[src/rtl/sysid_ext_pkg.sv]
// Shared register map, CTRL bit layout and byte-lane helper for the system-ID slave.
package sysid_ext_pkg;

  localparam logic [2:0] ADDR_SYSID     = 3'd0;
  localparam logic [2:0] ADDR_TIMESTAMP = 3'd1;
  localparam logic [2:0] ADDR_VERSION   = 3'd2;
  localparam logic [2:0] ADDR_SCRATCH   = 3'd3;
  localparam logic [2:0] ADDR_UPTIME_LO = 3'd4;
  localparam logic [2:0] ADDR_UPTIME_HI = 3'd5;
  localparam logic [2:0] ADDR_CTRL      = 3'd6;
  localparam logic [2:0] ADDR_RDCOUNT   = 3'd7;

  localparam int unsigned CTRL_EN_BIT  = 0;
  localparam int unsigned CTRL_CLR_BIT = 1;
  localparam logic [31:0] CTRL_RST     = 32'h0000_0001;

  typedef struct packed {
    logic        read;
    logic        write;
    logic [2:0]  addr;
    logic [31:0] wdata;
    logic [3:0]  be;
  } bus_req_t;

  function automatic logic [31:0] merge_be(input logic [31:0] old,
                                           input logic [31:0] wd,
                                           input logic [3:0]  be);
    logic [31:0] r;
    r = old;
    for (int b = 0; b < 4; b++)
      if (be[b]) r[8*b +: 8] = wd[8*b +: 8];
    return r;
  endfunction

endpackage

[src/rtl/sysid_uptime_counter.sv]
// Free-running uptime counter with a shadow of the upper word, latched when the
// low word is read so a LO/HI read pair is coherent across a carry.
module sysid_uptime_counter #(
  parameter int CNT_W = 64
) (
  input  logic             clock,
  input  logic             reset_n,
  input  logic             en,
  input  logic             clr,
  input  logic             snap,
  output logic [CNT_W-1:0] cnt,
  output logic [31:0]      shadow
);

  localparam logic [CNT_W-1:0] ONE = 1;

  logic [CNT_W-1:0]  cnt_q;
  logic [CNT_W-33:0] shadow_q;

  always_ff @(posedge clock or negedge reset_n) begin
    if (!reset_n) begin
      cnt_q    <= '0;
      shadow_q <= '0;
    end else begin
      // clear beats increment when both land on the same edge
      if (clr)     cnt_q <= '0;
      else if (en) cnt_q <= cnt_q + ONE;
      if (clr)       shadow_q <= '0;
      else if (snap) shadow_q <= cnt_q[CNT_W-1:32];
    end
  end

  always_comb begin
    shadow              = '0;
    shadow[CNT_W-33:0]  = shadow_q;
  end

  assign cnt = cnt_q;

endmodule

[src/rtl/sysid_ext_slave.sv]
// System-ID Avalon-MM slave: ID/version words, scratch, CTRL, uptime with
// coherent 64-bit snapshot and a read-access counter; fixed 1-cycle read latency.
module sysid_ext_slave
  import sysid_ext_pkg::*;
#(
  parameter logic [31:0] SYSTEM_ID   = 32'h50C0_0001,
  parameter logic [31:0] TIMESTAMP   = 32'd0,
  parameter logic [31:0] VERSION     = 32'h0001_0000,
  parameter int          CNT_W       = 64,
  parameter logic [31:0] SCRATCH_RST = 32'h0000_0000
) (
  input  logic        clock,
  input  logic        reset_n,
  input  logic [2:0]  address,
  input  logic        read,
  input  logic        write,
  input  logic [31:0] writedata,
  input  logic [3:0]  byteenable,
  output logic [31:0] readdata,
  output logic        readdatavalid
);

  bus_req_t         req;
  logic [CNT_W-1:0] cnt;
  logic [31:0]      shadow;
  logic [31:0]      scratch;
  logic [31:0]      rdcount;
  logic [31:0]      rdata;
  logic             ctrl_en;
  logic             wr_ok;
  logic             clr;
  logic             snap;

  assign req = '{read: read, write: write, addr: address, wdata: writedata, be: byteenable};

  // a read in the same cycle as a write wins; the write is dropped
  assign wr_ok = req.write & ~req.read;
  assign clr   = wr_ok & (req.addr == ADDR_CTRL) & req.be[0] & req.wdata[CTRL_CLR_BIT];
  assign snap  = req.read & (req.addr == ADDR_UPTIME_LO);

  sysid_uptime_counter #(.CNT_W(CNT_W)) u_cnt (
    .clock   (clock),
    .reset_n (reset_n),
    .en      (ctrl_en),
    .clr     (clr),
    .snap    (snap),
    .cnt     (cnt),
    .shadow  (shadow)
  );

  always_comb begin
    rdata = '0;
    case (req.addr)
      ADDR_SYSID:     rdata = SYSTEM_ID;
      ADDR_TIMESTAMP: rdata = TIMESTAMP;
      ADDR_VERSION:   rdata = VERSION;
      ADDR_SCRATCH:   rdata = scratch;
      ADDR_UPTIME_LO: rdata = cnt[31:0];
      ADDR_UPTIME_HI: rdata = shadow;
      ADDR_CTRL:      rdata = {31'b0, ctrl_en};
      ADDR_RDCOUNT:   rdata = rdcount;
      default:        rdata = '0;
    endcase
  end

  always_ff @(posedge clock or negedge reset_n) begin
    if (!reset_n) begin
      readdata      <= '0;
      readdatavalid <= 1'b0;
      scratch       <= SCRATCH_RST;
      ctrl_en       <= CTRL_RST[CTRL_EN_BIT];
      rdcount       <= '0;
    end else begin
      readdatavalid <= req.read;
      if (req.read) begin
        readdata <= rdata;
        // captured data above sees the pre-increment count
        rdcount  <= rdcount + 32'd1;
      end
      if (wr_ok && req.addr == ADDR_SCRATCH)
        scratch <= merge_be(scratch, req.wdata, req.be);
      if (wr_ok && req.addr == ADDR_CTRL && req.be[0])
        ctrl_en <= req.wdata[CTRL_EN_BIT];
    end
  end

endmodule

[config.mk]
export PLATFORM = sky130hd
export DESIGN_NAME = sysid_ext_slave
export DESIGN_NICKNAME = d
export VERILOG_FILES = /design/src/rtl/sysid_ext_pkg.sv /design/src/rtl/sysid_uptime_counter.sv /design/src/rtl/sysid_ext_slave.sv
export SDC_FILE = /design/constraint.sdc
export NUM_CORES = 1
export LEC_CHECK = 0
export CORE_UTILIZATION = 50
export CTS_BUF_LIST = sky130_fd_sc_hd__clkbuf_4
export DETAILED_ROUTE_END_ITERATION = 7
export GPL_ROUTABILITY_DRIVEN = 0
export PLACE_DENSITY_LB_ADDON = 0.12
export SLEW_MARGIN = 5
export SYNTH_ARGS = -nofsm -noshare
export SYNTH_HDL_FRONTEND = slang
export SYNTH_SLANG_ARGS = --single-unit
[constraint.sdc]
create_clock -name clock -period 4.55 [get_ports clock]
set_input_delay 1.1375 -clock clock [delete_from_list [all_inputs] [get_ports clock]]
set_output_delay 1.1375 -clock clock [all_outputs]
set_load 0.01 [all_outputs]
### After elaboration in Yosys (flattened, before gate mapping)

Cells that the tools add are included.

* output and inout port bits: 33
* logic and storage cells: 40
* bits in registers: 194

* $add $sub $neg: 2
* reductions and logical operators: 10
* equality and inequality tests: 7
* bitwise gates (word level): 6
* multiplexer cells: 5

Operator list (count)
* case mux 32 bit (8 select lines): 1
* 2-to-1 mux 64 bit: 2
* adder 64 x 1 -> 64 bit, second input constant: 1
* 2-to-1 mux 32 bit: 2
* adder 32 x 1 -> 32 bit, second input constant: 1
* == test 3 bit, second input constant: 4
* AND reduction 2 bit: 4
* == test 3 x 2 -> 1 bit, second input constant: 2
* bitwise AND 1 bit: 5
* nonzero test 2 bit: 2
* == test 3 x 1 -> 1 bit, second input constant: 1
* logical AND 1 bit: 3
* logical NOT 3 bit: 1
* NOT 1 bit: 1

### Logic depth before layout (Yosys ltp)

Gate-level depths: netlist (run 1).

* depth after elaboration: 6
* gate-level depth with buffers: 7

### Cells and area by module

From an unflattened synthesis (run 1), not the netlist that was laid out.

* cells, all modules: 854
* area total of the unflattened synthesis: 9138.8 sq um

By module, submodules not included
* sysid_ext_slave: area each 4599.4 sq um, cells an instance 399, instances 1
* sysid_uptime_counter: area each 4539.4 sq um, cells an instance 455, instances 1

### Worst setup path before layout (run 1)

Ideal clock, no wire load.

* kind: input-to-reg
* start point: input read
* end point: register rdcount[31]
* buffers on the path: 0
* setup slack: 2046 ps
* stages: 5
* arrival: 2382 ps
* required time: 4427 ps
* cells stage by stage: nand4_1 -> nor3_2 -> nor4b_1 -> nand4_1 -> xnor2_1

RTL lines
* start: declaration: RTL line sysid_ext_slave.sv:15 `input logic read,`
* end signal: assignment: RTL line sysid_ext_slave.sv:78 `rdcount <= rdcount + 32'd1;`
* end: declaration: RTL line sysid_ext_slave.sv:27 `logic [31:0] rdcount;`

### Final worst setup path (run 1)

* start point: input address[0]
* end point: register u_cnt.cnt_q[17], in the netlist u_cnt.cnt[17]

* longest elaborated chain between the ends: 5

Ends and longest elaborated chain
* start: declaration: RTL line sysid_ext_slave.sv:14 `input logic [2:0] address,`
* == test 3 bit *: RTL line sysid_ext_slave.sv:38 `assign clr = wr_ok & (req.addr == ADDR_CTRL) & req.be[0] & req.wdata[CTRL_CLR_BIT];`
* bitwise AND 1 bit * (3 in a row): RTL line sysid_ext_slave.sv:38
* 2-to-1 mux 64 bit or nonzero test 2 bit (tied branches)
* end signal: assignment: RTL line sysid_uptime_counter.sv:27 `else if (en) cnt_q <= cnt_q + ONE;`
* end: declaration: RTL line sysid_uptime_counter.sv:17 `logic [CNT_W-1:0] cnt_q;`

Mark *: on every way between the ends. The rest lies on a longest branch, timed or not.
A chain may end at the register's enable or synchronous reset.

==> impl_metrics.tcl, run 1 <==
set metrics [dict create \
    dp.cells 1158 \
    cp_slowest_cell "clkdlybuf4s50_1" \
    power.density_mw_per_mm2 408 \
    coreArea_mm2 0.0175 \
    holdWs_ps 527 \
    cap_viol_max_count 0 \
    route.detailed.drc 0 \
    dpl_worst_slack_ps 1140 \
    relSlewSlack_pct 42.5 \
    timing.rr.start "u_cnt.cnt[27]" \
    synth_top_area_cell "dfrtp_1" \
    fin_setup_tns_ps 0 \
    port_buffers 75 \
    irDropWorstVdd_mv 0.230 \
    drt-pass1-iter-count 5 \
    antenna_found_initial 2 \
    crit_required_ps 4980 \
    synth_edf_count 0 \
    vias 7029 \
    fillers 1517 \
    p_int_w 0.00276 \
    ys_types 51 \
    worst-path-stages 7 \
    timing.fmax_mhz 353 \
    cts_buffers 17 \
    min_period_ps 2840 \
    die_w_um 137 \
    crit_path_start_kind "input pin" \
    leakage_nw 4.20 \
    p_seq_share_pct 58.1 \
    drive_gt1_share_pct 11.2 \
    dp_hpwl_um 16400 \
    max_stage_delay_ps 660 \
    min_period_over_period_pct 62.3 \
    cts-resized-gates 0 \
    setup_viol 0 \
    startpoint "address[0]" \
    hold_violations 0 \
    areaGrowthSynthToFinish_pct 14.5 \
    overflow 0 \
    ys.flop_type "dfrtp_1" \
    ys_seq_area_share_pct 53.7 \
    htreeDepth 4 \
    clock_path_buffers 2 \
    cts_sinks 194 \
    synth.cell_area_mm2 0.00905 \
    power.total_w 0.00423 \
    fin_ws_ps 1710 \
    root_buffer "clkbuf_4" \
    drt-initial-drc-count 490 \
    ff2ff_setup_slack_ps 1950 \
    grtUsageTotal_pct 26.3 \
    synth_warnings 0 \
    crit_fanout 68 \
    path_delay_family "buffers and inverters" \
    rr_worst_depth 5 \
    synthArstFlopShare_pct 100 \
    wl_per_cell_um 19.4 \
    ant_nets 0 \
    clock_latency_ps 580 \
    rsz0062_at_grt "no" \
    post_cts_buffers 0 \
    cts_tree "built" \
    num_rows 48 \
    fin_nets 997 \
    cp_data_arrival_time_ps 3270 \
    cts.clk_slew.worst_paths_ps 170 \
    hold_depth 1 \
    syn-num-nets 929 \
    grt_pass1_wl_um 36700 \
    worstMarginPinSlew_ps 854 \
    netSwitchingFraction_pct 34.7 \
    cts_hold_buf 0 \
    synth.avg_cell_area_um2 10.2 \
    clkPwrFrac_pct 21.6 \
    outcome "finished, final reports clean" \
    synth.top_cell.area_share_pct 53.4 \
    crit_type "input pin to flop" \
    grt_max_degree 88 \
    r2r_end "u_cnt.cnt[54]" \
    finalNonFillerCells 1192 \
    die_h_um 137 \
    end_kind "flop" \
    io_pins 76 \
    wl_um 23100 \
    path_cells "clkdlybuf4s50_1 -> nand4b_1 -> nor2_1 -> buf_4 -> and2_2 -> buf_4 -> nor2_1" \
    crit_end "u_cnt.cnt[17]" \
    yosys-top-cells-area "dfrtp_1 (53%), nand2_1 (4.5%), mux2_2 (4.4%), xnor2_1 (3.6%), a21oi_1 (3.5%)" \
    ys_ff_latch 194 \
    netlist_instances 884 \
    critPathBufInv 3 \
    hp-class "flop to flop" \
    power_switching_w 0.00147 \
    grt_pass1_vias 6576 \
    power_frac_comb_pct 20.4 \
    vias_per_cell 5.90 \
    initial_utilization_pct 51.8 \
    fin_worst_skew_ps 25.6 \
    dieArea_mm2 0.0186 \
    slew_violations 0 \
]
-- metal layers --
metal | vias to the layer above | global-route usage [%] | wire, um
met1 | 3509 | 40.4 | 11100
li1 | 3329 | - | -
met5 | - | 0 | 0
met3 | 14 | 4.63 | 1260
met4 | 0 | 6.11 | 207
met2 | 177 | 38.4 | 10500
-- final cells by class --
| class | instances | area, um^2 | share of cell area [%] |
|---|---|---|---|
| diodes | 2 | 5.00 | 0.0483 |
| multi-input cells | 609 | 3910 | 37.7 |
| clock buffers | 17 | 128 | 1.23 |
| clock inverters | 15 | 149 | 1.44 |
| well taps | 225 | 282 | 2.72 |
| repair buffers | 92 | 890 | 8.59 |
| inverters | 38 | 143 | 1.38 |
| flip-flops and latches | 194 | 4860 | 46.9 |
-- cell usage after synthesis, drive strengths merged, types with 4 or more instances --
master	n
a22o	26
inv	38
clkbuf	31
a21oi	63
xor2	30
buf	12
and4	4
nor2	60
o21ai	24
nand3	32
nor3	10
mux2	35
and3	9
dfrtp	193
nand4	45
and2	5
o22ai	26
nand2	109
nor4	11
a221oi	29
xnor2	37
or3	21
-- sequential cells by signal, indices dropped and copies added, names as in the netlist --
name	flops
scratch	32
ctrl_en	1
readdata	32
readdatavalid	1
u_cnt.shadow	32
rdcount	32
u_cnt.cnt	64
-- stage by stage --
step	instance area (um^2)	utilization [%]
3_3_place_gp	10100	57.6
4_1_cts	10400	59.2
3_5_place_dp	10100	57.6
5_1_grt	10400	59.2
6_report	10400	59.3
2_1_floorplan	9050	-
-- kinds of logic after synthesis --
group	after synthesis	share of synthesized area (%)
adder cells (fa/ha/maj)	2	0.277
AND/OR/NAND/NOR	320	18.3
multiplexers	37	4.58
flip-flops	194	53.7
XOR/XNOR	67	6.49
AO/OA/AOI/OAI	183	13.2
buffers and inverters	81	3.43
-- layout by cell type (no fill, tap or decap), types with 29 or more instances in the layout --
| cell | synthesis | final |
|---|---|---|
| clkdlybuf4s50_1 | 0 | 73 |
| a221oi_1 | 29 | 29 |
| dfrtp_1 | 193 | 193 |
| xnor2_1 | 37 | 37 |
| nand3_1 | 32 | 32 |
| inv_1 | 38 | 38 |
| a21oi_1 | 63 | 63 |
| nand2_1 | 109 | 109 |
| nand4_1 | 41 | 41 |
| nor2_1 | 60 | 58 |
| mux2_2 | 35 | 35 |
| xor2_1 | 30 | 30 |
-- worst register-to-register path, delay by kind of cell, from the launching register on --
family	cells	cell delay [ps]
flip-flops	1	550
AND/OR/NAND/NOR	4	1840
AO/OA/AOI/OAI	1	150
-- worst min-delay path by stage --
stage / slack (ps) / start / endpoint
4_1_cts: 530 / rdcount[26] / rdcount[26]
2_1_floorplan: 450 / rdcount[31] / rdcount[31]
3_3_place_gp: 490 / rdcount[18] / rdcount[18]
5_1_grt: 540 / rdcount[26] / rdcount[26]
3_5_place_dp: 490 / scratch[9] / scratch[9]
6_report: 530 / rdcount[26] / rdcount[26]
-- power groups by stage --
stage	Sequential (W)	Clock, W	Combinational, W
finish	0.00246	0.000911	0.000862
global route	0.00250	0.00100	0.000967
CTS	0.00244	0.000940	0.000870
detailed placement	0.00248	0	0.000866
global placement	0.00248	0	0.000840
floorplan	0.00235	0	0.000601
No activity file was read; power rests on OpenSTA's default activity.
==> run 2, diff against run 1 <==
Clock period 4.55 ns to 2.4 ns, I/O delays scaled along.
==> impl_metrics.tcl, run 2 (same netlist as run 1, synthesis figures left out) <==
set metrics [dict create \
    final_cell_mix "dfrtp_1 (193), nand2_1 (109), clkdlybuf4s50_1 (73), a21oi_1 (63), nor2_1 (58)" \
    rsz0062_at_grt "no" \
    holdWs_ps 329 \
    drt-initial-drc-count 490 \
    root_buffer "clkbuf_4" \
    hp-class "input pin to flop" \
    ff2ff_setup_slack_ps 150 \
    p_seq_share_pct 54.7 \
    fillers 1510 \
    leakage_nw 4.47 \
    timing.fmax_mhz 445 \
    cap_viol_max_count 0 \
    antenna_found_initial 1 \
    wl_per_cell_um 19.3 \
    max_stage_delay_ps 550 \
    grt_pass1_wl_um 37400 \
    port_buffers 75 \
    cts_buffers 17 \
    fin_nets 1048 \
    areaGrowthSynthToFinish_pct 20.5 \
    power_switching_w 0.00283 \
    crit_path_start_kind "flop" \
    clkPwrFrac_pct 21.8 \
    drive_gt1_share_pct 15.6 \
    dp_hpwl_um 17000 \
    rr_worst_depth 5 \
    end_kind "flop" \
    ant_nets 0 \
    cp_slowest_cell "or4_1" \
    grtUsageTotal_pct 26.7 \
    netSwitchingFraction_pct 34.1 \
    power.total_w 0.00830 \
    cts_tree "built" \
    hold_violations 0 \
    route.detailed.drc 0 \
    dp.cells 1205 \
    num_rows 48 \
    setup_viol 0 \
    layout_commonest_cell "dfrtp_1" \
    power.density_mw_per_mm2 761 \
    cp_data_arrival_time_ps 2790 \
    startpoint "u_cnt.cnt[22]" \
    vias_per_cell 5.90 \
    die_w_um 137 \
    timing.rr.start "u_cnt.cnt[22]" \
    clock_latency_ps 610 \
    p_int_w 0.00546 \
    drt-pass1-iter-count 4 \
    die_h_um 137 \
    dieArea_mm2 0.0186 \
    finalNonFillerCells 1242 \
    crit_fanout 10 \
    min_period_ps 2250 \
    path_delay_family "simple AND/OR/NAND/NOR gates" \
    worstMarginPinSlew_ps 932 \
    power_frac_comb_pct 23.5 \
    vias 7326 \
    overflow 0 \
    irDropWorstVdd_mv 0.427 \
    min_period_over_period_pct 93.6 \
    cts_sinks 194 \
    crit_required_ps 2940 \
    largest_reg_flops 64 \
    outcome "finished, final reports clean" \
    initial_utilization_pct 51.8 \
    r2r_end "u_cnt.cnt[53]" \
    relSlewSlack_pct 37.4 \
    grt_pass1_vias 6808 \
    critPathBufInv 0 \
    clock_path_buffers 2 \
    htreeDepth 4 \
    io_pins 76 \
    fin_worst_skew_ps 31.1 \
    crit_end "u_cnt.cnt[53]" \
    coreArea_mm2 0.0175 \
    path_cells "nand4_1 -> nor4_4 -> nand4_2 -> or4_1 -> a21oi_1" \
    wl_um 23900 \
    slew_violations 0 \
    crit_type "flop to flop" \
    grt_max_degree 65 \
    worst-path-stages 5 \
    cts.clk_slew.worst_paths_ps 170 \
]
run 2: changes by cell type in the layout (fill, tap and decap cells not counted), sizes merged:
cell	change
buf	+50
clkinvlp	+4
clkinv	-3
inv	-2
bufinv	+1
diode	-1
dlygate4sd3	+1
run 2: final cells by class:
class                   count  area (um^2)  area share, %
flip-flops and latches    194         4860           44.5
multi-input cells         609         3930           36.0
repair buffers            143         1410           13.0
well taps                 225          282           2.58
clock inverters            15          155           1.42
inverters                  38          143           1.31
clock buffers              17          128           1.17
diodes                      1         2.50         0.0230
run 2: per-stage QoR:
| step | area (um^2) | worst slack (ps) | setup TNS (ps) | util [%] |
|---|---|---|---|---|
| after floorplan | 9050 | 267 | 0 | - |
| after global placement | 10600 | -389 | -11140 | 60.5 |
| after detailed placement | 10600 | -422 | -12360 | 60.5 |
| after CTS | 10900 | 32.8 | 0 | 62.2 |
| after global routing | 10900 | 15.6 | 0 | 62.4 |
| final | 10900 | 155 | 0 | 62.4 |
run 2: routing by layer:
layer	global-route usage, %	wire [um]	vias up
li1	-	-	3414
met1	40.5	11300	3700
met2	39.2	11000	191
met3	4.93	1280	21
met4	6.91	277	0
met5	0	0	-
run 2: what timing repair did:
action,4_1_cts,5_1_grt
pin swaps,0,1
setup buffers,0,3
hold endpoints to repair,46,0
hold buffers,1,0
resized for setup,1,2
setup endpoints to repair,3,7
run 2: worst min path at each step:
| stage | to | from | cells after the start |
|---|---|---|---|
| finish | readdatavalid | read | 2 |
| global route | readdatavalid | read | 2 |
| floorplan | rdcount[0] | reset_n | 0 |
| global placement | rdcount[14] | rdcount[14] | 1 |
| CTS | readdatavalid | read | 2 |
| detailed placement | rdcount[18] | rdcount[18] | 1 |
run 2: power by group through the flow:
stage          clock network [W]  registers (W)  logic [W]
2_1_floorplan                  0        0.00445    0.00114
3_3_place_gp                   0        0.00456    0.00188
3_5_place_dp                   0        0.00457    0.00194
4_1_cts                  0.00186        0.00451    0.00195
5_1_grt                  0.00197        0.00461    0.00215
6_report                 0.00181        0.00454    0.00195
